File: src/rtl/drink_pkg.sv
// drink_pkg -- shared constants and types for the drink vending controller.
//   COIN_*   : per-cycle command codes on the 2-bit coin input
//   PRICE    : drink price in half-units
//   credit_t : accumulated credit state (S0/S1/S2 = 0, 0.5, 1.0 units)
package drink_pkg;

    localparam logic [1:0] COIN_NONE   = 2'd0;
    localparam logic [1:0] COIN_HALF   = 2'd1;
    localparam logic [1:0] COIN_ONE    = 2'd2;
    localparam logic [1:0] COIN_REFUND = 2'd3;

    localparam logic [2:0] PRICE = 3'd3;

    typedef enum logic [1:0] {
        S0 = 2'd0,
        S1 = 2'd1,
        S2 = 2'd2
    } credit_t;

endpackage

File: src/rtl/drink_ctrl.sv
// drink_ctrl -- coin-operated drink vending controller.
// Accumulates half-unit credit, sells a drink as soon as the credit reaches
// PRICE, and returns change or refunded credit.
// Ports:
//   clk   : system clock, rising edge
//   reset : asynchronous active-high reset (clears credit and outputs)
//   coin  : 0 none, 1 half unit, 2 one unit, 3 refund request
//   drink : registered one-cycle dispense pulse
//   back  : registered change/refund in half-units (0..2), else 0
module drink_ctrl
    import drink_pkg::*;
(
    input  logic       clk,
    input  logic       reset,
    input  logic [1:0] coin,
    output logic       drink,
    output logic [1:0] back
);

    credit_t    credit, credit_nx;
    logic       drink_nx;
    logic [1:0] back_nx;
    logic [2:0] total;

    // 3-bit sum: worst case is S2 + one unit = 4, no overflow.
    assign total = {1'b0, credit} + {1'b0, coin};

    always_comb begin
        credit_nx = credit;
        drink_nx  = 1'b0;
        back_nx   = 2'd0;
        case (coin)
            COIN_HALF, COIN_ONE: begin
                if (total >= PRICE) begin
                    // Credit never rests at the price: sell now, keep the excess as change.
                    drink_nx  = 1'b1;
                    back_nx   = 2'(total - PRICE);
                    credit_nx = S0;
                end else begin
                    credit_nx = credit_t'(total[1:0]);
                end
            end
            COIN_REFUND: begin
                back_nx   = credit;
                credit_nx = S0;
            end
            default: ;
        endcase
    end

    always_ff @(posedge clk or posedge reset) begin
        if (reset) begin
            credit <= S0;
            drink  <= 1'b0;
            back   <= 2'd0;
        end else begin
            credit <= credit_nx;
            drink  <= drink_nx;
            back   <= back_nx;
        end
    end

endmodule

File: config.mk
export PLATFORM = sky130hd
export DESIGN_NAME = drink_ctrl
export DESIGN_NICKNAME = d
export VERILOG_FILES = /design/src/rtl/drink_pkg.sv /design/src/rtl/drink_ctrl.sv
export SDC_FILE = /design/constraint.sdc
export NUM_CORES = 1
export LEC_CHECK = 0
export CAP_MARGIN = 15
export CORE_AREA = 2 2 39 41
export DETAILED_ROUTE_END_ITERATION = 7
export DIE_AREA = 0 0 41 43
export MAX_ROUTING_LAYER = met4
export SLEW_MARGIN = 20
export SYNTH_ARGS = -nofsm -noshare
export SYNTH_HDL_FRONTEND = slang
export SYNTH_SLANG_ARGS = --single-unit
File: constraint.sdc
create_clock -name clk -period 2.3 [get_ports clk]
set_input_delay 0.23 -clock clk [delete_from_list [all_inputs] [get_ports clk]]
set_output_delay 0.23 -clock clk [all_outputs]
set_load 0.02 [all_outputs]
==> flow_metrics.tcl <==
set metrics [dict create \
    gp_congestion 0.746 \
    tightest_slew_ns 0.210 \
    synth_top_area_share_pct 44.2 \
    num_vias 207 \
    cp_num_cells 7 \
    syn_avg_cell_area_um2 11.8 \
    arrival_ns 2.09 \
    drt_iter0_markers 1 \
    post_cts_buffers 0 \
    drc_errors 0 \
    vdd_ir_drop_max_uv 358 \
    post-route-period-util_pct 85.8 \
    postSynthCellCount 24 \
    min_period_ns 1.97 \
    coreArea_mm2 0.00138 \
    antenna_found_initial 0 \
    hold_buffers 0 \
    gr-total-overflow 0 \
    hold_viol 0 \
    clock_sinks 5 \
    worst_path_largest_cell_delay_ns 0.46 \
    numCtsBuffers 3 \
    port_buffers 6 \
    die_height_um 43 \
    wl_met1_um 216 \
    ys_top_cells_by_count "5 x dfrtp_1, 4 x ha_1, 4 x inv_1" \
    critPathMaxFanout 3 \
    setup_viol_count_final 0 \
    fin_tns_setup_ns 0 \
    clockBufferDepth 2 \
    row_count 14 \
    crit_family "adder cells" \
    postRouteAntennaNets 0 \
    synth_area_leaders "dfrtp_1 44%, ha_1 18%, fa_1 7.1%, a22o_1 6.2%, inv_1 5.3%" \
    fin_worst_skew_ns 0.00587 \
    rsz0062_at_grt "no" \
    r2r_setup_slack_ns 0.36 \
    synthArstFlopShare_pct 100 \
    h-tree-depth 1 \
    r2r_cells 6 \
    crit_type "in -> reg" \
    setup_slack_ns 0.327 \
    clk_pin_slew_worst_paths_ns 0.05 \
    yosys.area.top_type "dfrtp_1" \
    place_ws_ns 0.0637 \
    nNetsFinal 46 \
    drive_gt1_share_pct 19.4 \
    die_w_um 41 \
    firstDrtPassIters 2 \
    hold_class "in -> async" \
    cp_num_buf_inv 1 \
    io_pins 7 \
    leakagePower_uw 0.000203 \
    insertion_delay_ns 0.24 \
    die-area_mm2 0.00176 \
    cp.required_ns 2.42 \
    power.density_mw_per_mm2 1290 \
    yosys_warnings 0 \
    ys_types 13 \
    ys.flop_type "dfrtp_1" \
    synth_edf_count 0 \
    grt_pass1_vias 211 \
    met3_length_um 13 \
    critical_path.most_common_cell "ha_1" \
    route.met2.wl_um 260 \
    crit_chain "clkdlybuf4s50_1, ha_1, fa_1, ha_1, a211o_1, a32oi_1, nor2_1" \
    clockRootBuffer "clkbuf_4" \
    fillers 153 \
    relSlewSlack_pct 85.9 \
    ys_seq_area_share_pct 44.2 \
    grt_usage_pct 7.72 \
    status "completed" \
    post_cts_resized 0 \
    cts_tree "yes" \
    slowest_stage "fa_1" \
    viasPerCell 3.98 \
    ys_ff_latch 5 \
    syn_nets 33 \
    critPathLaunchType "input port" \
    synth.most_common_cell "dfrtp_1" \
    synthesis.area_um2 283 \
    wl_per_cell_um 9.42 \
    syn_to_final_growth_pct 42.9 \
    grt_pass1_wl_um 841 \
    drv_cap 0 \
    drt-total-wl_um 490 \
    fmax_mhz 507 \
    antenna_cells 0 \
    top_layer_used "met3" \
    crit_path_end_kind "flop" \
    grt_max_degree 6 \
    slew_viol_final 0 \
    start_util_pct 20.4 \
]
## power breakdown
part	internal, uW	total [uW]	switching [uW]
combinational	142	269	127
clock	65.6	101	35.6
sequential	127	151	23.9
## final cells by class
type / count / area [um^2] / area share (%)
clock buffer: 4 / 26.3 / 6.50
timing repair buffer: 8 / 75.1 / 18.6
sequential: 5 / 125 / 31.0
inverter: 4 / 15.0 / 3.72
multi-input combinational: 15 / 143 / 35.3
tap: 16 / 20.0 / 4.95
## kinds of logic (layout without fill, tap and decap cells)
kind of cell    after synthesis  count (layout)  synth area share, %
flops                         5               5                 44.2
compound gates                6               6                 16.8
simple gates                  4               4                 8.85
buf+inv                       4              16                 5.31
fa+ha+maj                     5               5                 24.8
## state kept, by name, summed over array words and instances, names as in the netlist
register  flops
credit        2
drink         1
back          2
## stage by stage
stage	power [uW]	hold slack [ns]	instances	utilization (%)	instance area, um^2
5_1_grt	575	0.200	52	29.2	404
2_1_floorplan	319	0.00852	24	-	283
3_5_place_dp	428	0.439	48	27.3	378
6_report	521	0.182	52	29.2	404
4_1_cts	536	0.177	52	29.2	404
3_3_place_gp	419	0.438	48	27.3	378
## metal layers
layer / vias up / global-route usage (%)
met1: 93 / 8.36
met3: 0 / 1.57
met2: 6 / 10.6
li1: 108 / -
met5: - / -
met4: 0 / 8.00
## final timing paths
path,start,end
max,coin[0],back[1]$_DFF_PP0_
min,reset,credit[1]$_DFFE_PP0P_
max reg2reg,credit[0]$_DFFE_PP0P_,back[1]$_DFF_PP0_
min reg2reg,credit[0]$_DFFE_PP0P_,credit[0]$_DFFE_PP0P_
max in group asynchronous,reset,drink$_DFF_PP0_
min in group clk,credit[0]$_DFFE_PP0P_,credit[0]$_DFFE_PP0P_
## cell usage in the layout, fill, tap and decap left out
master           count
clkbuf_4             3
o211ai_1             1
clkbuf_1             1
buf_4                2
fa_1                 1
nor3_2               1
a32oi_1              1
dfrtp_1              5
ha_1                 4
a22o_1               2
clkdlybuf4s50_1      6
and2_2               1
nand2_1              1
a211o_1              1
a21oi_1              1
inv_1                4
nor2_1               1
(Power assumes the default switching activity.)
